[src/rtl/daten_bus_verteiler.sv]
`default_nettype none
// ============================================================================
// Module      : daten_bus_verteiler
// Description : Data-port interconnect between the CPU data interface, the
//               data RAM and a bank of memory-mapped I/O channels.
//               The I/O region is selected by DatenAdresse[IO_BASIS_BIT].
//               Each I/O channel has an output register with
//               write/set/clear/toggle access and a synchronised input.
//               RAM accesses run through a registered handshake with a
//               timeout and a sticky error flag.
//
// Ports       : Clock, Reset (sync, active-low)
//               CPU side : LeseDaten, SchreibeDaten, DatenAdresse, DatenRaus,
//                          DatenRein, DatenGeladen, DatenGespeichert
//               RAM side : RAMLeseDaten, RAMSchreibeDaten, RAMAdresse,
//                          RAMDatenSchreiben, RAMDatenLesen, RAMDatenBereit,
//                          RAMDatenGeschrieben
//               I/O side : AusgangPorts, EingangPorts
//               Status   : Fehler (sticky RAM timeout)
// Revision    : 1.0 - initial release
// ============================================================================
module daten_bus_verteiler #(
    parameter int          RAM_ADRESSBITS = 8,
    parameter int          IO_KANAELE     = 4,
    parameter int          IO_BREITE      = 8,
    parameter int          IO_BASIS_BIT   = 31,
    parameter int          TIMEOUT        = 255,
    parameter logic [31:0] FEHLER_WERT    = 32'hDEADBEEF
) (
    input  logic                            Clock,
    input  logic                            Reset,
    input  logic                            LeseDaten,
    input  logic                            SchreibeDaten,
    input  logic [31:0]                     DatenAdresse,
    input  logic [31:0]                     DatenRaus,
    output logic [31:0]                     DatenRein,
    output logic                            DatenGeladen,
    output logic                            DatenGespeichert,
    output logic                            RAMLeseDaten,
    output logic                            RAMSchreibeDaten,
    output logic [RAM_ADRESSBITS-1:0]       RAMAdresse,
    output logic [31:0]                     RAMDatenSchreiben,
    input  logic [31:0]                     RAMDatenLesen,
    input  logic                            RAMDatenBereit,
    input  logic                            RAMDatenGeschrieben,
    output logic [IO_KANAELE*IO_BREITE-1:0] AusgangPorts,
    input  logic [IO_KANAELE*IO_BREITE-1:0] EingangPorts,
    output logic                            Fehler
);

    localparam int c_KANALBITS = (IO_KANAELE > 1) ? $clog2(IO_KANAELE) : 1;
    localparam int c_BUSBREITE = IO_KANAELE * IO_BREITE;

    localparam logic [1:0] c_IDLE       = 2'd0;
    localparam logic [1:0] c_RAM_WARTEN = 2'd1;
    localparam logic [1:0] c_ANTWORT    = 2'd2;
    localparam logic [1:0] c_ENDE       = 2'd3;

    logic [1:0]                r_state;
    logic                      r_istSchreiben;
    logic [31:0]               r_datenRein;
    logic                      r_geladen;
    logic                      r_gespeichert;
    logic                      r_ramLese;
    logic                      r_ramSchreibe;
    logic [RAM_ADRESSBITS-1:0] r_ramAdresse;
    logic [31:0]               r_ramDaten;
    logic [c_BUSBREITE-1:0]    r_ausgang;
    logic [c_BUSBREITE-1:0]    r_sync1;
    logic [c_BUSBREITE-1:0]    r_sync2;
    logic                      r_fehler;
    logic [15:0]               r_zaehler;

    logic                      w_anfrage;
    logic [c_KANALBITS-1:0]    w_kanal;
    logic [1:0]                w_modus;
    logic                      w_kanalGueltig;
    logic [IO_BREITE-1:0]      w_d;
    logic [IO_BREITE-1:0]      w_regAlt;
    logic [IO_BREITE-1:0]      w_eingAlt;
    logic [IO_BREITE-1:0]      w_regNeu;
    logic [IO_BREITE-1:0]      w_ioWert;
    logic [31:0]               w_ioLese;
    logic [16:0]               w_zaehlerNext;
    logic                      w_zeitAus;
    logic                      w_fertig;

    assign w_anfrage      = LeseDaten | SchreibeDaten;
    assign w_kanal        = DatenAdresse[c_KANALBITS-1:0];
    assign w_modus        = DatenAdresse[c_KANALBITS+1:c_KANALBITS];
    assign w_kanalGueltig = int'(w_kanal) < IO_KANAELE;
    assign w_d            = DatenRaus[IO_BREITE-1:0];

    // Select the addressed channel's output register and synchronised input.
    // Out-of-range channels read as zero.
    always_comb begin
        w_regAlt  = '0;
        w_eingAlt = '0;
        for (int k = 0; k < IO_KANAELE; k++) begin
            if (int'(w_kanal) == k) begin
                w_regAlt  = r_ausgang[k*IO_BREITE +: IO_BREITE];
                w_eingAlt = r_sync2[k*IO_BREITE +: IO_BREITE];
            end
        end
    end

    always_comb begin
        w_regNeu = w_regAlt;
        w_ioWert = '0;
        case (w_modus)
            2'b00: begin
                w_regNeu = w_d;
                w_ioWert = w_regAlt;
            end
            2'b01: begin
                w_regNeu = w_regAlt | w_d;
                w_ioWert = w_eingAlt;
            end
            2'b10: w_regNeu = w_regAlt & ~w_d;
            default: w_regNeu = w_regAlt ^ w_d;
        endcase
    end

    assign w_ioLese = 32'(w_ioWert);

    // The counter reaching TIMEOUT aborts the access; done in the same cycle
    // is checked first and wins.
    assign w_zaehlerNext = {1'b0, r_zaehler} + 17'd1;
    assign w_zeitAus     = (w_zaehlerNext == 17'(TIMEOUT));
    assign w_fertig      = r_istSchreiben ? RAMDatenGeschrieben : RAMDatenBereit;

    always_ff @(posedge Clock) begin
        if (!Reset) begin
            r_state        <= c_IDLE;
            r_istSchreiben <= 1'b0;
            r_datenRein    <= '0;
            r_geladen      <= 1'b0;
            r_gespeichert  <= 1'b0;
            r_ramLese      <= 1'b0;
            r_ramSchreibe  <= 1'b0;
            r_ramAdresse   <= '0;
            r_ramDaten     <= '0;
            r_ausgang      <= '0;
            r_sync1        <= '0;
            r_sync2        <= '0;
            r_fehler       <= 1'b0;
            r_zaehler      <= '0;
        end else begin
            r_sync1       <= EingangPorts;
            r_sync2       <= r_sync1;
            // Acks are set on entry to ANTWORT and fall back here one cycle later.
            r_geladen     <= 1'b0;
            r_gespeichert <= 1'b0;

            case (r_state)
                c_IDLE: begin
                    if (w_anfrage) begin
                        // A simultaneous read and write is treated as a write.
                        r_istSchreiben <= SchreibeDaten;
                        if (DatenAdresse[IO_BASIS_BIT]) begin
                            if (SchreibeDaten) begin
                                for (int k = 0; k < IO_KANAELE; k++) begin
                                    if (w_kanalGueltig && (int'(w_kanal) == k)) begin
                                        r_ausgang[k*IO_BREITE +: IO_BREITE] <= w_regNeu;
                                    end
                                end
                                r_gespeichert <= 1'b1;
                            end else begin
                                r_datenRein <= w_ioLese;
                                r_geladen   <= 1'b1;
                            end
                            r_state <= c_ANTWORT;
                        end else begin
                            r_ramAdresse  <= DatenAdresse[RAM_ADRESSBITS-1:0];
                            r_ramDaten    <= DatenRaus;
                            r_ramLese     <= ~SchreibeDaten;
                            r_ramSchreibe <= SchreibeDaten;
                            r_zaehler     <= '0;
                            r_state       <= c_RAM_WARTEN;
                        end
                    end
                end

                c_RAM_WARTEN: begin
                    r_zaehler <= w_zaehlerNext[15:0];
                    if (w_fertig) begin
                        r_ramLese     <= 1'b0;
                        r_ramSchreibe <= 1'b0;
                        if (r_istSchreiben) begin
                            r_gespeichert <= 1'b1;
                        end else begin
                            r_datenRein <= RAMDatenLesen;
                            r_geladen   <= 1'b1;
                        end
                        r_state <= c_ANTWORT;
                    end else if (w_zeitAus) begin
                        r_ramLese     <= 1'b0;
                        r_ramSchreibe <= 1'b0;
                        r_fehler      <= 1'b1;
                        if (r_istSchreiben) begin
                            r_gespeichert <= 1'b1;
                        end else begin
                            r_datenRein <= FEHLER_WERT;
                            r_geladen   <= 1'b1;
                        end
                        r_state <= c_ANTWORT;
                    end
                end

                c_ANTWORT: begin
                    r_state <= c_ENDE;
                end

                // Requests stay high until the CPU has seen the ack; waiting
                // for both to drop prevents issuing the same access twice.
                c_ENDE: begin
                    if (!LeseDaten && !SchreibeDaten) begin
                        r_state <= c_IDLE;
                    end
                end

                default: begin
                    r_state <= c_IDLE;
                end
            endcase
        end
    end

    assign DatenRein         = r_datenRein;
    assign DatenGeladen      = r_geladen;
    assign DatenGespeichert  = r_gespeichert;
    assign RAMLeseDaten      = r_ramLese;
    assign RAMSchreibeDaten  = r_ramSchreibe;
    assign RAMAdresse        = r_ramAdresse;
    assign RAMDatenSchreiben = r_ramDaten;
    assign AusgangPorts      = r_ausgang;
    assign Fehler            = r_fehler;

endmodule
`default_nettype wire

[config.mk]
export PLATFORM = sky130hd
export DESIGN_NAME = daten_bus_verteiler
export DESIGN_NICKNAME = d
export VERILOG_FILES = /design/src/rtl/daten_bus_verteiler.sv
export SDC_FILE = /design/constraint.sdc
export NUM_CORES = 1
export LEC_CHECK = 0
export CELL_PAD_IN_SITES_DETAIL_PLACEMENT = 1
export CELL_PAD_IN_SITES_GLOBAL_PLACEMENT = 2
export CORE_UTILIZATION = 25
export CTS_CLUSTER_DIAMETER = 50
export DETAILED_ROUTE_END_ITERATION = 8
export PLACE_DENSITY = 0.71
export SYNTH_ARGS = -nofsm -noshare
export SYNTH_HDL_FRONTEND = slang
export SYNTH_SLANG_ARGS = --single-unit
[constraint.sdc]
create_clock -name Clock -period 2.37 [get_ports Clock]
set_input_delay 0.474 -clock Clock [delete_from_list [all_inputs] [get_ports Clock]]
set_output_delay 0.474 -clock Clock [all_outputs]
set_load 0.02 [all_outputs]
== Word-level counts from Yosys, hierarchy flattened ==
Cells that the tools add are included.

* Memories: 0
* ROM bits: 0
* Bits of input ports: 134
* Bits in writable memories: 0
* Output and inout port bits: 109
* Latch bits: 0
* Register bits after elaboration: 192

* Muxes and demuxes: 50
* Shift operators: 0
* Order comparisons: 0
* Bitwise operators: 8
* Reductions and logical operators: 18
* Div/mod/pow operators: 0
* Add/sub/neg operators: 1
* $mul: 0
* Equality and inequality tests: 17

{| class="wikitable"
|+ Operators with widths
! kind !! count
|-
| 32-bit two-way mux || 7
|-
| 8-bit two-way mux || 8
|-
| 32-bit case mux with 2 select lines || 1
|-
| 16-bit two-way mux || 2
|-
| 16-bit case mux with 2 select lines || 1
|-
| 8-bit case mux with 3 select lines || 1
|-
| 5-bit AND reduction || 4
|-
| 1-bit two-way mux || 19
|-
| 16-bit by 1-bit adder with 17-bit output, second input constant || 1
|-
| 17-bit by 8-bit == test with 1-bit output, second input constant || 1
|-
| 8-bit case mux with 2 select lines || 1
|-
| 3-bit AND reduction || 4
|-
| 2-bit == test, second input constant || 5
|-
| 2-bit two-way mux || 5
|-
| 2-bit inequality test, second input constant || 5
|-
| 3-bit inequality test, second input constant || 3
|-
| 8-bit bitwise AND || 1
|-
| 8-bit NOT || 1
|-
| 8-bit bitwise OR || 1
|-
| 1-bit case mux with 2 select lines || 4
|-
| 2-bit case mux with 4 select lines || 1
|-
| 8-bit bitwise XOR || 1
|-
| 7-bit AND reduction || 1
|-
| 2-bit by 1-bit == test with 1-bit output, second input constant || 3
|-
| 8 further kinds || 13
|}

== Logic depth before layout (Yosys ltp) ==
Gate-level depths: netlist of the first run.

* Word-level depth: 10
* Gate-level depth with buffers: 10
* Gate-level depth less buffers: 8

== Worst setup path before layout of the first run ==
Ideal clock, no wire load.

* Kind: input to register
* Start point: input port DatenAdresse[0]
* End point: register r_ausgang[20] (netlist: AusgangPorts[20])
* Required time: 2.242 ns
* Path buffers: 1
* Arrival time: 2.306 ns
* Cell stages on the path: 7
* Path slack: -0.064 ns
* Cells stage by stage: buf_1 -> mux4_2 -> inv_1 -> ha_1 -> mux4_2 -> mux2i_1 -> nor2_1

* Word-level cells in the longest chain between the ends: 7

{| class="wikitable"
|+ RTL lines
! element !! RTL line !! source
|-
| from (decl) || 34 || <nowiki>input logic [31:0] DatenAdresse,</nowiki>
|-
| 2-bit logical NOT || 100 || <nowiki>if (int'(w_kanal) == k) begin</nowiki>
|-
| 8-bit two-way mux (4 in series) || 100 ||
|-
| 8-bit bitwise XOR (tied with other cells) || 120 || <nowiki>default: w_regNeu = w_regAlt ^ w_d;</nowiki>
|-
| 8-bit case mux with 3 select lines || 110 || <nowiki>case (w_modus)</nowiki>
|-
| to (signal, indexed assignment) || 164 || <nowiki>r_ausgang[k*IO_BREITE +: IO_BREITE] <= w_regNeu;</nowiki>
|-
| to (decl) || 68 || <nowiki>logic [c_BUSBREITE-1:0] r_ausgang;</nowiki>
|}

Several ways; a longest one is shown, not always the timed one.
A chain may end at the register's enable or synchronous reset.

== Worst setup path in the final report of the first run ==
* Start point: register r_zaehler[1]
* End point: register r_datenRein[19] (netlist: DatenRein[19])

* Word-level cells in the longest chain between the ends: 4

{| class="wikitable"
|+ RTL lines
! element !! RTL line !! source
|-
| from (decl) || 72 || <nowiki>logic [15:0] r_zaehler;</nowiki>
|-
| from (signal assigned) || 185 || <nowiki>r_zaehler <= w_zaehlerNext[15:0];</nowiki>
|-
| 16-bit by 1-bit adder with 17-bit output * || 128 || <nowiki>assign w_zaehlerNext = {1'b0, r_zaehler} + 17'd1;</nowiki>
|-
| 17-bit by 8-bit == test with 1-bit output * || 129 || <nowiki>assign w_zeitAus = (w_zaehlerNext == 17'(TIMEOUT));</nowiki>
|-
| 3-bit inequality test (no line) || n/a ||
|-
| 7-bit AND reduction (no line) * || n/a ||
|-
| to (signal assigned) || 169 || <nowiki>r_datenRein <= w_ioLese;</nowiki>
|-
| to (signal assigned) || 192 || <nowiki>r_datenRein <= RAMDatenLesen;</nowiki>
|-
| to (decl) || 61 || <nowiki>logic [31:0] r_datenRein;</nowiki>
|}

Mark *: on every way between the ends. The rest lies on a longest branch, timed or not.

==> flow_metrics.py, run 1 <==
metrics = {
    "global_routing": {
        "busiest_layer": "met2",
        "grt_use_met3_pct": 3.31,
        "antenna_found_initial": 1,
        "grt_overflow": 0,
        "grt_pass1_wl_microns": 40300,
        "grt_pass1_vias": 7014,
        "grt_max_degree": 93,
        "gr-usage-met1_pct": 21.3,
        "grt_use_total_pct": 15.7,
        "use_met2_pct": 25.5,
    },
    "power_and_ir_drop": {
        "power_w": 0.00979,
        "p_per_area_nw_per_um2": 799,
        "vdd_drop_max_uv": 519,
        "p_int_w": 0.00636,
        "pwr-share-comb_pct": 29.7,
        "power_frac_seq_pct": 37.3,
        "p_sw_share_pct": 35.0,
        "p_leak_nw": 4.87,
        "switchingPower_w": 0.00343,
        "clkPwrFrac_pct": 33.0,
    },
    "sta": {
        "period_share_pct": 102,
        "rsz0062_at_grt": "true",
        "finalClockSkew_ns": 0.0129,
        "fmaxAchievable_mhz": 414,
        "layout_min_cycle_time_ns": 2.42,
        "holdWs_ns": 0.441,
        "slew_headroom_pct": 64.8,
        "setup_slack_ns": -0.0483,
        "max_slew.worst_pin.slew_ns": 0.529,
        "fin_setup_tns_ns": -0.579,
        "setup_viol_count_final": 21,
        "hold_viol_final": 0,
        "final-max-slew-violation-count": 0,
    },
    "critical_path": {
        "crit_type": "flop to flop",
        "startpoint_type": "flop",
        "path_buf_inv": 3,
        "slowest_delay_ns": 0.53,
        "cp_top_family": "simple AND/OR/NAND/NOR gates",
        "crit_required_ns": 2.75,
        "crit_top_cell": "buf_6",
        "critical_path_arrival_ns": 2.80,
        "critPathSlowestCell": "or4_4",
        "cp_max_fo": 8,
        "critPathCaptureType": "flop",
        "worstPathCellList": "buf_6 > and4_4 > nand4_4 > xor2_2 > or4_4 > buf_6 > nor2_8 > o2111ai_4 > clkbuf_16 > o2bb2ai_4",
    },
    "floorplanning": {
        "row_count": 65,
        "die_w_microns": 181,
        "num_io_pins": 243,
        "die_y_microns": 181,
        "initial_core_util_pct": 25.3,
        "dieArea_sq_um": 32600,
        "coreArea_sq_um": 31500,
    },
    "yosys": {
        "synthAdderAreaFrac_pct": 3.45,
        "syn_inst": 821,
        "synth_area_per_cell_sq_um": 9.71,
        "yosys_warnings": 0,
        "synthFlopType": "dfxtp_1",
        "syn_area_sq_um": 7970,
        "synth_seq_cells": 192,
        "synth-async-reset-ratio_pct": 0,
        "yosysUniqueCellTypes": 61,
        "synth_top_family_by_area": "simple AND/OR/NAND/NOR gates",
        "synth-edff-count": 0,
        "yosys.area_share.simple_pct": 18.9,
        "synth_compound_area_share_pct": 12.6,
        "syn-num-nets": 977,
        "muxShareOfSynthArea_pct": 12.1,
        "synth-xor-area-share_pct": 0.440,
        "seq_area_frac_synth_pct": 48.2,
    },
    "finish": {
        "drive_gt1_share_pct": 18.8,
        "nNetsFinal": 1261,
        "area_growth_pct": 53.8,
        "nFillCells": 3501,
        "fin_util_pct": 38.9,
    },
    "status": {
        "violations": "setup timing",
        "run_status": "finished, violations left",
    },
    "route": {
        "via_count": 6875,
        "totalWireLength_microns": 26000,
        "post-route-drc-count": 0,
        "dr.first_iter.drc_count": 237,
        "vias_per_cell": 4.52,
        "drt-wirelength-per-cell_microns": 17.1,
        "drt-pass1-iter-count": 4,
        "drtAntennaViolNets": 0,
    },
    "placement": {
        "gp_congestion": 0.769,
        "dp_slack_ns": -0.521,
        "dp.final_hpwl_microns": 17800,
        "place.port_buffers": 219,
    },
    "flow_run": {
        "drv_cap": 0,
    },
    "clocking": {
        "cts_hold_buffers": 0,
        "htreeDepth": 4,
        "clkTransAtPathRegs_ns": 0.09,
        "insertion_delay_ns": 0.44,
        "clock-sinks": 192,
        "cts_tree": "built",
        "clockRootBuffer": "clkbuf_16",
        "cts_inserted_buffers": 17,
        "clockBufferDepth": 2,
    },
    "worst_hold_path": {
        "hold_path.class": "flop to flop",
    },
}
-- stage by stage --
stage / instances / cell area [sq um]
2_1_floorplan: 821 / 7970
3_3_place_gp: 1470 / 11100
3_5_place_dp: 1470 / 11100
4_1_cts: 1512 / 12000
5_1_grt: 1520 / 12300
6_report: 1522 / 12300
-- worst paths after layout --
kind           startpoint       endpoint  slack, ns  cells past startpoint
max reg2reg  r_zaehler[1]  DatenRein[19]      -0.05                     10
min reg2reg    r_sync1[7]     r_sync2[7]       0.44                      1
max          r_zaehler[1]  DatenRein[19]      -0.05                     10
min            r_sync1[7]     r_sync2[7]       0.44                      1
-- per-layer routing --
layer  up-vias  share of wire (%)
met3        17                4.9
met2       174                 46
met1      3299                 48
met5         -                  0
li1       3385                  -
met4         0               0.96
-- logic make-up after synthesis --
logic type               count (synthesis)
multiplexers                            66
buffers and inverters                   86
adder cells (fa/ha/maj)                 22
AO/OA/AOI/OAI                          142
AND/OR/NAND/NOR                        309
flip-flops                             192
XOR/XNOR                                 4
-- power groups by stage --
stage / clock network [W] / registers [W] / logic [W]
after CTS: 0.00332 / 0.00366 / 0.00271
after detailed placement: 0 / 0.00373 / 0.00265
after global placement: 0 / 0.00372 / 0.00262
after global routing: 0.00345 / 0.00370 / 0.00317
final: 0.00323 / 0.00365 / 0.00291
after floorplan: 0 / 0.00394 / 0.00118
-- cell type report --
cell class | count | area [sq um] | share of cell area (%)
Multi-Input combinational cell | 543 | 3970 | 32.4
Antenna cell | 2 | 5.00 | 0.0408
Clock buffer | 17 | 425 | 3.47
Sequential cell | 192 | 3850 | 31.5
Timing Repair Buffer | 318 | 3140 | 25.6
Inverter | 33 | 124 | 1.01
Tap cell | 402 | 503 | 4.10
Clock inverter | 15 | 236 | 1.93
-- repair_timing --
| item | CTS | global route |
|---|---|---|
| setup endpoints to repair | 52 | 44 |
| resized for setup | 27 | 24 |
| pin swaps | 3 | 9 |
| hold endpoints to repair | 0 | 0 |
| setup buffers | 8 | 5 |
| gates cloned | 2 | 3 |
-- synthesized netlist by cell type, types with 2 or more instances --
library cell | count | share of area [%]
mux2i_1 | 42 | 5.3
xnor2_1 | 3 | 0.33
o21ai_1 | 9 | 0.57
dfxtp_1 | 192 | 48
a21boi_0 | 2 | 0.19
inv_1 | 33 | 1.6
a31oi_1 | 3 | 0.24
o22ai_1 | 2 | 0.16
nand3_1 | 8 | 0.50
a22oi_1 | 2 | 0.19
ha_1 | 22 | 3.5
o21ai_0 | 14 | 0.88
nor4_1 | 4 | 0.31
o211ai_1 | 9 | 0.85
clkbuf_1 | 41 | 1.9
nor2b_1 | 3 | 0.24
a21oi_1 | 56 | 3.5
o211a_1 | 8 | 1.0
nand4_1 | 11 | 0.86
and2_1 | 67 | 5.3
o21a_1 | 4 | 0.38
or3_1 | 5 | 0.39
buf_4 | 2 | 0.19
nand2b_1 | 2 | 0.16
and3_1 | 4 | 0.31
nor2_1 | 73 | 3.4
buf_1 | 4 | 0.19
nor3_1 | 7 | 0.44
mux4_2 | 24 | 6.8
o31ai_1 | 2 | 0.19
o2bb2ai_1 | 7 | 0.77
o31a_1 | 3 | 0.33
nand2_1 | 112 | 5.3
o2bb2ai_2 | 10 | 1.9
buf_2 | 5 | 0.31
-- sequential cells by signal, indices dropped and copies added (netlist names) --
name and count:
r_istSchreiben 1, RAMDatenSchreiben 32, DatenGespeichert 1, RAMLeseDaten 1
Fehler 1, DatenRein 32, r_state 2, AusgangPorts 32
r_sync1 32, RAMAdresse 8, DatenGeladen 1, r_zaehler 16
RAMSchreibeDaten 1, r_sync2 32
-- cells in the final DEF, fill, tap and decap left out, types with 5 or more instances in the layout --
cell type | Yosys | final
a21oi_1 | 56 | 56
and2_1 | 67 | 67
buf_12 | 0 | 8
buf_4 | 2 | 80
buf_6 | 1 | 6
clkbuf_16 | 0 | 20
clkdlybuf4s50_1 | 0 | 216
dfxtp_1 | 192 | 187
ha_1 | 22 | 21
inv_1 | 33 | 32
mux2i_1 | 42 | 41
mux4_2 | 24 | 24
nand2_1 | 112 | 111
nand3_1 | 8 | 7
nand4_1 | 11 | 11
nor2_1 | 73 | 72
nor3_1 | 7 | 7
o211a_1 | 8 | 8
o211ai_1 | 9 | 9
o21ai_0 | 14 | 14
o21ai_2 | 1 | 7
o2bb2ai_2 | 10 | 15
or3_1 | 5 | 5
Note: power is estimated with default switching activity, not from simulation.
==> run 2, diff against run 1 <==
--- a/config.mk
+++ b/config.mk
@@ -5,10 +5,11 @@
 export SDC_FILE = /design/constraint.sdc
 export NUM_CORES = 1
 export LEC_CHECK = 0
+export ABC_CLOCK_PERIOD_IN_PS = 2370
 export CELL_PAD_IN_SITES_DETAIL_PLACEMENT = 1
 export CELL_PAD_IN_SITES_GLOBAL_PLACEMENT = 2
 export CORE_UTILIZATION = 25
-export CTS_CLUSTER_DIAMETER = 50
+export CTS_CLUSTER_DIAMETER = 150
 export DETAILED_ROUTE_END_ITERATION = 8
 export PLACE_DENSITY = 0.71
 export SYNTH_ARGS = -nofsm -noshare
==> results of run 2 <==
The final DEF is identical to that of run 1; final timing and power are the same.
